==> src/rtl/dma_read_src_fsm.sv <==
// -----------------------------------------------------------------------------
// dma_read_src_fsm
//
// Source-read stage of the DMA datapath. A descriptor (source byte address and
// total beat count) is split into AXI4 INCR read bursts of at most MAX_BURST
// beats. FIFO space for a whole burst is reserved before its AR is issued, so
// rready never drops in the middle of a burst. Every accepted R beat is pushed
// into the shared DMA data FIFO one cycle after its handshake.
//
// Ports
//   clk, reset         clock; asynchronous active-high reset
//   go, src_addr,      descriptor start (sampled in IDLE only)
//   length
//   clear_err          leave ERROR and return to IDLE
//   busy               high in every state except IDLE
//   rd_fsm_done        one-cycle completion pulse (aligned with last FIFO write)
//   err, err_code      error flag; err_code[1:0] = first bad rresp,
//                      err_code[2] = beat-count / rlast mismatch
//   ar*                AXI4 read-address channel (master side)
//   r*                 AXI4 read-data channel (master side)
//   fifo_wr_en/_data   push into the DMA data FIFO
//   fifo_free          free entries currently available in that FIFO
//
// Build option
//   DMA_RD_BEAT_CHECK_EN  when defined, the burst ends when the beat counter
//                         reaches the burst length and any rlast disagreement
//                         sets err_code[2]; when undefined, rlast alone ends
//                         the burst and err_code[2] stays 0.
// -----------------------------------------------------------------------------
module dma_read_src_fsm #(
    parameter int DATA_W    = 512,
    parameter int ADDR_W    = 64,
    parameter int MAX_BURST = 64,
    parameter int FREE_W    = 10
) (
    input  logic              clk,
    input  logic              reset,
    input  logic              go,
    input  logic [ADDR_W-1:0] src_addr,
    input  logic [31:0]       length,
    input  logic              clear_err,
    output logic              busy,
    output logic              rd_fsm_done,
    output logic              err,
    output logic [2:0]        err_code,
    output logic              arvalid,
    input  logic              arready,
    output logic [ADDR_W-1:0] araddr,
    output logic [7:0]        arlen,
    output logic [2:0]        arsize,
    output logic [1:0]        arburst,
    input  logic              rvalid,
    output logic              rready,
    input  logic [DATA_W-1:0] rdata,
    input  logic [1:0]        rresp,
    input  logic              rlast,
    output logic              fifo_wr_en,
    output logic [DATA_W-1:0] fifo_wr_data,
    input  logic [FREE_W-1:0] fifo_free
);

    localparam int         SIZE_LOG2 = $clog2(DATA_W / 8);
    localparam logic [2:0] AXSIZE    = 3'(SIZE_LOG2);
    localparam logic [8:0] MAX_BEATS = 9'(MAX_BURST);

    typedef enum logic [1:0] {
        S_IDLE,
        S_ADDR_SETUP,
        S_RD_DATA,
        S_ERROR
    } state_t;

    state_t              state_q;
    // ADDR_SETUP runs in two steps: step 0 sizes the burst and loads the AR
    // fields, step 1 waits for FIFO credit and then for arready.
    logic                setup_phase_q;
    logic [ADDR_W-1:0]   addr_q;
    logic [31:0]         remaining_q;
    logic [8:0]          beats_q;
    logic                resp_err_q;

    logic                busy_q;
    logic                done_q;
    logic                err_q;
    logic [2:0]          err_code_q;
    logic                arvalid_q;
    logic [ADDR_W-1:0]   araddr_q;
    logic [7:0]          arlen_q;
    logic [2:0]          arsize_q;
    logic [1:0]          arburst_q;
    logic                rready_q;
    logic                fifo_wr_en_q;
    logic [DATA_W-1:0]   fifo_wr_data_q;

    logic [8:0]          beats_d;
    logic [ADDR_W-1:0]   addr_d;
    logic [31:0]         remaining_d;
    logic                credit_ok;
    logic                r_hs;
    logic                resp_bad;
    logic                burst_end;
    logic                len_err;
    logic                err_any;

    assign beats_d     = (remaining_q < 32'(MAX_BURST)) ? remaining_q[8:0] : MAX_BEATS;
    // Bursts never cross 4 KB because the source address is burst-aligned,
    // so a plain add (wrapping at 2^ADDR_W) is enough.
    assign addr_d      = addr_q + (ADDR_W'(beats_q) << SIZE_LOG2);
    assign remaining_d = remaining_q - 32'(beats_q);
    assign credit_ok   = (32'(fifo_free) >= 32'(beats_q));
    assign r_hs        = rvalid & rready_q;
    assign resp_bad    = r_hs & rresp[1];

`ifdef DMA_RD_BEAT_CHECK_EN
    logic [8:0] beat_cnt_q;
    logic       last_beat;

    assign last_beat = (beat_cnt_q == (beats_q - 9'd1));
    // Stop at the expected last beat or at any rlast, whichever comes first;
    // a disagreement between the two is a length error.
    assign burst_end = r_hs & (rlast | last_beat);
    assign len_err   = r_hs & (rlast != last_beat);
`else
    assign burst_end = r_hs & rlast;
    assign len_err   = 1'b0;
`endif

    assign err_any = resp_err_q | resp_bad | len_err;

    always_ff @(posedge clk or posedge reset) begin
        if (reset) begin
            state_q        <= S_IDLE;
            setup_phase_q  <= 1'b0;
            addr_q         <= '0;
            remaining_q    <= '0;
            beats_q        <= '0;
            resp_err_q     <= 1'b0;
            busy_q         <= 1'b0;
            done_q         <= 1'b0;
            err_q          <= 1'b0;
            err_code_q     <= '0;
            arvalid_q      <= 1'b0;
            araddr_q       <= '0;
            arlen_q        <= '0;
            arsize_q       <= '0;
            arburst_q      <= '0;
            rready_q       <= 1'b0;
            fifo_wr_en_q   <= 1'b0;
            fifo_wr_data_q <= '0;
`ifdef DMA_RD_BEAT_CHECK_EN
            beat_cnt_q     <= '0;
`endif
        end else begin
            done_q       <= 1'b0;
            fifo_wr_en_q <= 1'b0;

            case (state_q)
                S_IDLE: begin
                    if (go) begin
                        if (length == 32'd0) begin
                            // Empty descriptor: complete without touching AXI.
                            done_q <= 1'b1;
                        end else begin
                            state_q       <= S_ADDR_SETUP;
                            setup_phase_q <= 1'b0;
                            busy_q        <= 1'b1;
                            addr_q        <= src_addr;
                            remaining_q   <= length;
                            resp_err_q    <= 1'b0;
                        end
                    end
                end

                S_ADDR_SETUP: begin
                    if (!setup_phase_q) begin
                        beats_q       <= beats_d;
                        araddr_q      <= addr_q;
                        arlen_q       <= 8'(beats_d - 9'd1);
                        arsize_q      <= AXSIZE;
                        arburst_q     <= 2'b01;
                        setup_phase_q <= 1'b1;
                    end else if (!arvalid_q) begin
                        // Reserve room for the whole burst before asking for it.
                        if (credit_ok) begin
                            arvalid_q <= 1'b1;
                        end
                    end else if (arready) begin
                        arvalid_q   <= 1'b0;
                        rready_q    <= 1'b1;
                        addr_q      <= addr_d;
                        remaining_q <= remaining_d;
                        state_q     <= S_RD_DATA;
`ifdef DMA_RD_BEAT_CHECK_EN
                        beat_cnt_q  <= '0;
`endif
                    end
                end

                S_RD_DATA: begin
                    if (r_hs) begin
                        // Errored beats are still forwarded; only the first
                        // bad response code is kept.
                        fifo_wr_en_q   <= 1'b1;
                        fifo_wr_data_q <= rdata;
                        if (resp_bad && !resp_err_q) begin
                            resp_err_q      <= 1'b1;
                            err_code_q[1:0] <= rresp;
                        end
`ifdef DMA_RD_BEAT_CHECK_EN
                        beat_cnt_q <= beat_cnt_q + 9'd1;
                        if (len_err) begin
                            err_code_q[2] <= 1'b1;
                        end
`endif
                        if (burst_end) begin
                            rready_q <= 1'b0;
                            if (err_any) begin
                                state_q <= S_ERROR;
                                err_q   <= 1'b1;
                            end else if (remaining_q != 32'd0) begin
                                state_q       <= S_ADDR_SETUP;
                                setup_phase_q <= 1'b0;
                            end else begin
                                state_q <= S_IDLE;
                                busy_q  <= 1'b0;
                                done_q  <= 1'b1;
                            end
                        end
                    end
                end

                S_ERROR: begin
                    if (clear_err) begin
                        state_q    <= S_IDLE;
                        busy_q     <= 1'b0;
                        err_q      <= 1'b0;
                        err_code_q <= '0;
                        resp_err_q <= 1'b0;
                    end
                end

                default: begin
                    state_q <= S_IDLE;
                end
            endcase
        end
    end

    assign busy         = busy_q;
    assign rd_fsm_done  = done_q;
    assign err          = err_q;
    assign err_code     = err_code_q;
    assign arvalid      = arvalid_q;
    assign araddr       = araddr_q;
    assign arlen        = arlen_q;
    assign arsize       = arsize_q;
    assign arburst      = arburst_q;
    assign rready       = rready_q;
    assign fifo_wr_en   = fifo_wr_en_q;
    assign fifo_wr_data = fifo_wr_data_q;

endmodule

==> config.mk <==
export PLATFORM = sky130hd
export DESIGN_NAME = dma_read_src_fsm
export DESIGN_NICKNAME = d
export VERILOG_FILES = /design/src/rtl/dma_read_src_fsm.sv
export SDC_FILE = /design/constraint.sdc
export NUM_CORES = 1
export LEC_CHECK = 0
export ABC_CLOCK_PERIOD_IN_PS = 23900
export BUFFER_PORTS_ARGS = -buffer_cell sky130_fd_sc_hd__clkbuf_2
export CAP_MARGIN = 40
export CELL_PAD_IN_SITES_DETAIL_PLACEMENT = 1
export CELL_PAD_IN_SITES_GLOBAL_PLACEMENT = 1
export CORE_AREA = 2 2 472 474
export CTS_CLUSTER_SIZE = 30
export DETAILED_ROUTE_END_ITERATION = 16
export DIE_AREA = 0 0 474 476
export GPL_TIMING_DRIVEN = 0
export PLACE_DENSITY = 0.39
export SLEW_MARGIN = 20
export SYNTH_ARGS = -nofsm -noshare
export SYNTH_HDL_FRONTEND = slang
export SYNTH_SLANG_ARGS = --single-unit
==> constraint.sdc <==
create_clock -name clk -period 23.9 [get_ports clk]
set_input_delay 1.195 -clock clk [delete_from_list [all_inputs] [get_ports clk]]
set_output_delay 1.195 -clock clk [all_outputs]
set_load 0.05 [all_outputs]
# After elaboration in Yosys (flattened, before gate mapping)
# Index checks and enable logic that the tools add are counted.
# totals
regBits	703
in_bits	627
output_inout_bits	598
word_cells	133
# op_classes
add_sub_neg	3
magnitude_cmp	2
eq_ne	16
n_mux	68
bitwise_logic	5
n_reduce_logical	21
# op_table
op	n
2-to-1 mux 64 bit	5
2-to-1 mux 32 bit	5
case mux 64 bit (2 select lines)	1
adder 64 x 15 -> 64 bit	1
case mux 32 bit (2 select lines)	1
2-to-1 mux 1 bit	35
logical NOT 32 bit	1
less-than comparator 32 x 7 -> 1 bit (second input constant)	1
nonzero test 32 bit	1
subtractor 32 x 9 -> 32 bit	1
inequality test 2 bit (second input constant)	13
2-to-1 mux 2 bit	12
AND reduction 6 bit	3
AND reduction 8 bit	2
>= comparator 10 x 9 -> 1 bit	1
2-to-1 mux 9 bit	1
case mux 1 bit (3 select lines)	3
case mux 2 bit (4 select lines)	1
subtractor 8 x 1 -> 8 bit (second input constant)	1
AND reduction 7 bit	1
case mux 1 bit (2 select lines)	3
AND reduction 2 bit	3
nonzero test 2 bit	3
nonzero test 3 bit	2
11 further kinds	14

# Depth between registers and ports, before layout
# Gate-level depths: netlist of run 1.
# logic_depth
depth_word	7
ltp_mapped	13
mapped_depth_nobuf	10

# Worst setup path after synthesis of run 1
# Ideal clock, no wire load.
# synth_path
path_kind	input-to-reg
from	input length[3]
to	register addr_q[24]
setup_ns	0.137
arrival_time_ns	2.786
required_ns	23.763
setup_slack_ns	20.977
path_stages	7
n_path_buf	2
path_cell_list	nor4_1 -> nand4_1 -> o31ai_1 -> clkbuf_1 -> buf_1 -> a21oi_1 -> a2bb2oi_1
# synth_between
elab_chain_len	3
# synth_rtl
item	line	source
start, declared	40	input logic [31:0] length,
logical NOT 32 bit	160	if (length == 32'd0) begin
inequality test 2 bit (no line)	--	
AND reduction 6 bit (no line)	--	
end signal, assigned	167	addr_q <= src_addr;
end signal, assigned	190	addr_q <= addr_d;
end, declared	77	logic [ADDR_W-1:0] addr_q;
# Every way passes these cells.
# A chain may end at the register's enable or synchronous reset.

# Final worst setup path of run 1
# layout_path
from	input length[3]
to	register addr_q[13]
# Same word-level chain as after synthesis.

==> results of run 1 <==
[layer usage]
layer	vias to the layer above	track usage, %	share of wire (%)
li1	13900	-	-
met1	15500	23.3	42
met2	1182	29.4	45
met3	269	6.65	9.1
met4	32	7.56	4.0
met5	-	0	0.10
[cell usage in the layout (no fill, tap or decap), types with 16 or more instances in the layout]
cell / instances
clkbuf_1: 196
clkbuf_8: 24
nor4_1: 19
buf_6: 29
inv_1: 23
dfrtp_1: 702
diode_2: 19
clkbuf_2: 1227
a21oi_1: 67
a211oi_1: 16
nand4_1: 16
clkbuf_16: 99
o21ai_0: 63
and3_1: 23
a31oi_1: 26
nor3_1: 34
nand3_1: 40
or3_1: 18
ha_1: 28
nand2_1: 1850
nor2_1: 90
[per-stage QoR]
stage,utilization (%),setup TNS [ps],setup slack (ps),hold WS (ps),cells
after floorplan,-,0,3020,439,3453
after global placement,17.9,-7047910,-10330,451,7649
after detailed placement,18.2,0,19130,456,7689
after CTS,19.7,0,19950,472,7867
after global routing,19.8,0,19660,490,7882
final,19.8,0,19800,465,7893
[final timing paths]
path                            depth (start not counted)                       endpoint
worst max-delay path                                    9         addr_q[13]$_DFFE_PP0P_
worst min-delay path                                    2          araddr[1]$_DFFE_PP0P_
worst max register to register                         13           arlen[4]$_DFFE_PP0P_
worst min register to register                          2          araddr[1]$_DFFE_PP0P_
max in group asynchronous                               6  fifo_wr_data[304]$_DFFE_PP0P_
min in group asynchronous                               2   fifo_wr_data[77]$_DFFE_PP0P_
[area by class of cell]
| type | instances | area, um2 |
|---|---|---|
| timing repair buffer | 1268 | 6810 |
| inverter | 25 | 101 |
| sequential | 702 | 17600 |
| antenna | 19 | 47.5 |
| fill | 26400 | 177000 |
| tap | 2975 | 3720 |
| multi-input combinational | 2528 | 11400 |
| buffer | 198 | 790 |
| clock inverter | 30 | 427 |
| clock buffer | 148 | 2900 |
[flip-flops by register name, indices dropped and copies added, names as in the netlist, 2 cells and up]
register,count
addr_q,64
araddr,64
arlen,8
beats_q,9
err_code,2
fifo_wr_data,512
remaining_q,32
state_q,2
[kinds of logic after synthesis]
group           count (synthesis)
compound gates                328
mux                             4
other cells                     1
xor+xnor                       13
buf+inv                       223
flops                         702
fa+ha+maj                      30
simple gates                 2150
[worst min-delay path: stages (launching register included)]
cell     delay, ps
dfrtp_1        340
nand2_1         50
nand2_1         50
[power groups by stage]
stage / clock network, uW / logic, uW / registers (uW)
CTS: 1620 / 3670 / 2090
global route: 1660 / 3870 / 2150
floorplan: 0 / 893 / 3380
finish: 1560 / 3630 / 2090
global placement: 0 / 3590 / 2100
detailed placement: 0 / 3660 / 2100
==> flow_metrics.tcl, run 1 <==
set metrics [dict create \
    outcome "finished clean" \
    cts.clk_slew.worst_paths_ps 60 \
    p_per_area_nw_per_um2 166 \
    die_y_um 476 \
    grt_antenna_before_repair 89 \
    setup_violations 0 \
    synth-seq-area-share_pct 58.9 \
    cp_top_family "buffers and inverters" \
    stdcell_area_um2 43800 \
    ys_warn_count 0 \
    synth_fa_ha_area_share_pct 1.31 \
    synth.distinct_cells 77 \
    coreArea_um2 221000 \
    post_cts_resized 0 \
    synth_xor_xnor_area_share_pct 0.382 \
    crit_start "length[3]" \
    synth_top_cell_area_share_pct 58.9 \
    synth_edf_count 0 \
    tightest_slew_ps 925 \
    power_frac_seq_pct 28.7 \
    globalRouteTotalUtil_pct 18.7 \
    synth_most_common_cell "nand2_1" \
    start_util_pct 13.5 \
    postCtsHoldBufs 0 \
    grt_first_pass_wirelength_mm 289 \
    wire_per_inst_um 27.6 \
    slowest_delay_ps 780 \
    cp_cell_sequence "clkbuf_2, nor4_2, nand4_1, o31ai_1, clkbuf_1, clkbuf_1, buf_6, a21oi_1, a21oi_1" \
    htreeDepth 3 \
    fmax_mhz 244 \
    leakage_uw 0.0231 \
    critPathMaxFanout 10 \
    dr.first_iter.drc_count 1808 \
    peakVddDrop_mv 0.0741 \
    slowest_stage "o31ai_1" \
    ys.flop_type "dfrtp_1" \
    rsz0062_at_grt "false" \
    worst_ep_required_time_ps 24570 \
    clkPwrFrac_pct 21.4 \
    drv_cap 0 \
    critical_path_class "in -> reg" \
    synthTopCellsByCount "nand2_1, dfrtp_1, clkbuf_1" \
    drt-total-wl_mm 218 \
    cts_inserted_buffers 99 \
    totalPowerFinal_uw 7270 \
    synth_top_family_by_area "simple AND/OR/NAND/NOR gates" \
    r2r_slack_ps 20250 \
    cp-start-kind "input pin" \
    swShare_pct 53.9 \
    die_width_um 474 \
    grt_max_degree 89 \
    syn_inst 3451 \
    final_layout_size_suffix_gt1_share_pct 30.0 \
    clock-root-buffer "clkbuf_16" \
    synth_area_leaders "dfrtp_1, nand2_1, clkbuf_1" \
    area_delta_synth_final_pct 46.7 \
    post-cts-setup-buffers 0 \
    cts_tree "done" \
    place.gp.congestion 0.873 \
    die_area_um2 226000 \
    worst_slew_margin_rel_pct 38.3 \
    worstHoldStart "addr_q[1]$_DFFE_PP0P_" \
    cp.arrival_ps 4770 \
    end_kind "register" \
    drv_slew 0 \
    synthMuxAreaShare_pct 0.143 \
    synth-simple-area-share_pct 28.8 \
    intPower_uw 3350 \
    viasPerCell 3.91 \
    insertion_delay_ps 750 \
    cts_sinks 702 \
    async_flop_share_pct 100 \
    boundaryPins 1225 \
    synth_compound_area_share_pct 7.48 \
    r2r_start "remaining_q[23]$_DFFE_PP0P_" \
    grt_pass1_vias 32100 \
    hold_path.class "reg -> reg" \
    synth_top_area_cell "dfrtp_1" \
    clock_path_buffers 3 \
    combinationalPowerShare_pct 49.9 \
    crit_buf_inv 4 \
    clock_skew_ps 49.2 \
    min_period_ps 4100 \
    grt_overflow 0 \
    dp.final_hpwl_mm 182 \
    hold_viol 0 \
    fin_crit_sh_pct 17.2 \
    dr.pass1.iters 5 \
    p_switching_uw 3920 \
    drc 0 \
    syn-cell-area_um2 29800 \
    rows 173 \
    final_nets 5479 \
    num_vias 30900 \
    io_buffers 1221 \
    postPlaceCellArea_um2 40300 \
    ys_seq_elements 702 \
    antenna_left 0 \
    synth_area_per_cell_um2 8.64 \
]
Note: power is estimated with default switching activity, not from simulation.
==> run 2: changes to the inputs <==
ABC_CLOCK_PERIOD_IN_PS = 3400   (was 23900)
CORE_AREA = 2 2 473 475   (was 2 2 472 474)
DIE_AREA = 0 0 475 477   (was 0 0 474 476)
PLACE_DENSITY = 0.4   (was 0.39)
clock period = 3.4 ns   (was 23.9 ns; I/O delays follow)
==> flow_metrics.tcl, run 2 (synthesized netlist as in run 1, its figures left out) <==
set metrics [dict create \
    drt-total-wl_mm 221 \
    outcome "finished clean" \
    ff_latch_area_um2 17600 \
    final_cells 8554 \
    hold_path.class "in -> reg" \
    end_kind "register" \
    power_frac_seq_pct 28.3 \
    hold_viol 0 \
    setup_violations 0 \
    drv_slew 0 \
    use_met2_pct 31.3 \
    final_nets 6121 \
    grt_first_pass_wirelength_mm 301 \
    rsz0062_at_grt "false" \
    peakVddDrop_mv 0.412 \
    antenna_left 0 \
    grt_busiest_layer "met2" \
    rows 173 \
    min_period_ps 3320 \
    tightest_slew_ps 896 \
    num_vias 33700 \
    largest_reg_flops 512 \
    dr.pass1.iters 5 \
    globalRouteTotalUtil_pct 19.0 \
    die_y_um 477 \
    leakage_uw 0.0258 \
    fin_crit_sh_pct 97.5 \
    grt_max_degree 30 \
    clock_path_buffers 3 \
    n_fill_cell 26400 \
    clock_skew_ps 28.4 \
    dr.first_iter.drc_count 1992 \
    grt_antenna_before_repair 85 \
    start_util_pct 13.5 \
    viasPerCell 3.94 \
    use_met1_pct 23.2 \
    drc 0 \
    totalPowerFinal_uw 51600 \
    layout_common_cells "nand2_1, clkbuf_2, dfrtp_1, dlygate4sd3_1, clkbuf_1" \
    grt_pass1_vias 35800 \
    io_buffers 1221 \
    htreeDepth 3 \
    clock-root-buffer "clkbuf_16" \
    p_per_area_nw_per_um2 1020 \
    place.gp.congestion 0.935 \
    cts_sinks 702 \
    cts.clk_slew.worst_paths_ps 60 \
    die_width_um 475 \
    coreArea_um2 221000 \
    insertion_delay_ps 740 \
    multi_input_area_um2 11400 \
    swShare_pct 53.7 \
    clkPwrFrac_pct 20.6 \
    grt_overflow 0 \
    dp_cells 7714 \
    critical_path_class "reg -> reg" \
    cts_tree "done" \
    wire_per_inst_um 25.9 \
    cp-start-kind "register" \
    worst_ep_required_time_ps 4030 \
    fmax_mhz 302 \
    dp.final_hpwl_mm 183 \
    cp.arrival_ps 3950 \
    worst_slew_margin_rel_pct 40.2 \
    cts_inserted_buffers 98 \
    p_switching_uw 27700 \
    drv_cap 0 \
    die_area_um2 227000 \
    boundaryPins 1225 \
    intPower_uw 23900 \
    combinationalPowerShare_pct 51.1 \
    critPathMaxFanout 10 \
    final_layout_size_suffix_gt1_share_pct 27.2 \
    area_delta_synth_final_pct 68.8 \
    final_common_cell "nand2_1" \
    grt_use_met3_pct 5.81 \
]
==> run 2: cell types whose count changed in the layout (fill, tap and decap cells not counted), sizes merged <==
cell	previous run	this run
dlygate4sd3	0	620
diode	19	49
buf	68	90
clkinv	17	9
bufinv	6	4
clkbuf	1546	1545
==> run 2: final cells by class <==
class,count,share of cell area (%)
Sequential cell,702,34.9
Timing Repair Buffer,1911,26.6
Multi-Input combinational cell,2528,22.7
Tap cell,2975,7.39
Clock buffer,146,5.73
Buffer,198,1.62
Clock inverter,20,0.572
Antenna cell,49,0.244
Inverter,25,0.194
==> run 2: path summary, 6_finish.rpt <==
kind / startpoint / end / slack [ps] / cells past startpoint
max: setup_phase_q$_DFFE_PP0P_ / addr_q[61]$_DFFE_PP0P_ / 80 / 7
min: fifo_free[7] / arvalid$_DFFE_PP0P_ / 70 / 4
max reg2reg: setup_phase_q$_DFFE_PP0P_ / addr_q[61]$_DFFE_PP0P_ / 80 / 7
min reg2reg: fifo_wr_data[209]$_DFFE_PP0P_ / fifo_wr_data[209]$_DFFE_PP0P_ / 470 / 2
max in group asynchronous: reset / fifo_wr_data[287]$_DFFE_PP0P_ / 430 / 14
min in group asynchronous: reset / fifo_wr_data[102]$_DFFE_PP0P_ / 530 / 4
==> run 2: power by group through the flow <==
stage	registers, uW	clock network, uW	logic [uW]
CTS	14600	11000	26700
detailed placement	14700	0	25900
finish	14600	10600	26400
global route	15100	11300	28000
floorplan	23800	0	6280
global placement	14700	0	25300
==> run 2: per-layer routing <==
metal	share of wire (%)	wire [um]
met4	4.2	9190
met1	41	91000
met3	8.0	17600
met5	0.10	225
met2	47	103000
==> run 2: stage by stage <==
step / instance area (um2) / setup slack (ps) / utilization [%] / hold WS, ps / TNS [ps]
floorplan: 29800 / -6380 / - / 275 / -4478730
global placement: 39700 / -13440 / 17.9 / 362 / -9557340
detailed placement: 40700 / -432 / 18.4 / 144 / -14640
CTS: 50200 / 0.842 / 22.7 / 5.03 / 0
global route: 50300 / 7.01 / 22.7 / 91.9 / 0
finish: 50300 / 83.7 / 22.7 / 69.2 / 0
==> run 2: repair_timing <==
| item | 4_1_cts | 5_1_grt |
|---|---|---|
| pin swaps | 1 | 1 |
| gates resized for setup | 13 | 24 |
| endpoints found under the hold margin | 710 | 0 |
| hold buffers | 620 | 0 |
| buffers inserted | 3 | 1 |
| endpoints found under the setup margin | 64 | 127 |
==> run 2: critical path, cell delays in order, from the launching register on <==
cell and delay, ps:
dfrtp_1 320, clkbuf_1 420, nand3_1 260, a211oi_2 480, o31a_1 350, clkbuf_1 650
o21ai_0 400, a311oi_1 310
==> run 3: changes to the inputs <==
CTS_BUF_LIST = sky130_fd_sc_hd__clkbuf_16   (was default)
==> flow_metrics.tcl, run 3 (synthesized netlist as in run 1, its figures left out) <==
set metrics [dict create \
    rsz0062_at_grt "false" \
    antenna_left 0 \
    holdPathEnd "arvalid$_DFFE_PP0P_" \
    grt_pass1_vias 35800 \
    critPathMaxFanout 10 \
    cts.clk_slew.worst_paths_ps 60 \
    drc 0 \
    totalPowerFinal_uw 51000 \
    cts_tree "done" \
    final_cells 8555 \
    final_layout_size_suffix_gt1_share_pct 26.8 \
    dr.first_iter.drc_count 2045 \
    peakVddDrop_mv 0.399 \
    cp-start-kind "register" \
    globalRouteTotalUtil_pct 19.0 \
    cp.arrival_ps 3920 \
    final_common_cell "nand2_1" \
    dp.final_hpwl_mm 183 \
    grt_max_degree 30 \
    stdcell_area_um2 50100 \
    io_buffers 1221 \
    drt-total-wl_mm 221 \
    worst_slew_margin_rel_pct 41.1 \
    whs_ps 68.1 \
    hold_depth 4 \
    worstHoldStart "fifo_free[7]" \
    dp_cells 7714 \
    layout_common_cells "nand2_1, clkbuf_2, dfrtp_1, dlygate4sd3_1, clkbuf_1" \
    reg2regPathDepth 7 \
    drv_slew 0 \
    end_kind "register" \
    insertion_delay_ps 750 \
    leakage_uw 0.0258 \
    postPlaceCellArea_um2 40700 \
    utilization_pct 22.6 \
    cts_sinks 702 \
    p_per_area_nw_per_um2 1020 \
    die_y_um 477 \
    fmax_mhz 304 \
    cts_inserted_buffers 98 \
    critical_path_class "reg -> reg" \
    final_nets 6121 \
    clock_skew_ps 28.6 \
    num_vias 33600 \
    setup_violations 0 \
    coreArea_um2 221000 \
    tightest_slew_ps 884 \
    grt_antenna_before_repair 88 \
    fin_crit_sh_pct 96.7 \
    worst_ep_required_time_ps 4030 \
    outcome "finished clean" \
    min_period_ps 3290 \
    place.gp.congestion 0.935 \
    area_delta_synth_final_pct 68.0 \
    wire_per_inst_um 25.8 \
    grt_overflow 0 \
    r2r_start "setup_phase_q$_DFFE_PP0P_" \
    hold_viol 0 \
    grt_first_pass_wirelength_mm 301 \
    r2r_slack_ps 110 \
    crit_start "setup_phase_q$_DFFE_PP0P_" \
    n_fill_cell 26500 \
    crit-reg2reg-capture "addr_q[61]$_DFFE_PP0P_" \
    dr.pass1.iters 5 \
    die_width_um 475 \
    drv_cap 0 \
    viasPerCell 3.93 \
    clock-root-buffer "clkbuf_16" \
    clock_path_buffers 3 \
    boundaryPins 1225 \
    start_util_pct 13.5 \
    largest_reg_flops 512 \
    hold_path.class "in -> reg" \
    htreeDepth 3 \
    die_area_um2 227000 \
    rows 173 \
]
[run 3: cell type report]
cell class	count	area [um2]	area share, %
multi-input combinational	2528	11500	22.9
inverter	25	97.6	0.195
buffer	198	815	1.63
clock buffer	99	2480	4.94
sequential	702	17600	35.1
timing repair buffer	1911	13400	26.7
antenna	50	125	0.250
clock inverter	67	464	0.926
tap	2975	3720	7.43
[run 3: stage by stage]
step	setup TNS [ps]	worst slack [ps]
after detailed placement	-14640	-432
after global routing	0	8.09
final	0	113
after CTS	0	8.94
after floorplan	-4478730	-6380
after global placement	-9557340	-13440
[run 3: how the worst max path moves through the flow]
stage                                          to  slack [ps]  cells after the start
detailed placement         addr_q[47]$_DFFE_PP0P_        -430                     10
finish                     addr_q[61]$_DFFE_PP0P_         110                      7
global placement    fifo_wr_data[240]$_DFFE_PP0P_      -13440                      2
global route               addr_q[17]$_DFFE_PP0P_           8                      8
CTS                 fifo_wr_data[224]$_DFFE_PP0P_           9                      9
floorplan                   addr_q[0]$_DFFE_PP0P_       -6380                      1
[run 3: worst max-delay path, stage by stage (launching register included)]
cell and delay (ps):
dfrtp_1 320, clkbuf_1 430, nand3_1 250, a211oi_2 460, o31a_1 360, clkbuf_1 660, o21ai_0 390, a311oi_1 300
[run 3: where the power goes]
group          switching (uW)  total (uW)  leakage [uW]  internal [uW]
Combinational           20500       26400        0.0153           5920
Clock                    4450        9990       0.00153           5540
Sequential               2780       14600       0.00901          11800
[run 3: layer usage]
layer	vias up	share of wire, %	global-route usage, %
li1	15300	-	-
met1	16800	41	23.2
met2	1235	47	31.3
met3	330	8.1	5.86
met4	38	4.0	6.97
met5	-	0.11	0
[run 3: what timing repair did]
action                                 4_1_cts  5_1_grt
hold buffers                               620        0
gates resized for setup                     13       25
endpoints found under the hold margin      710        0
setup buffers                                3        1
setup endpoints to repair                   67      117
gates cloned                                 0        0
pin swaps                                    1        1
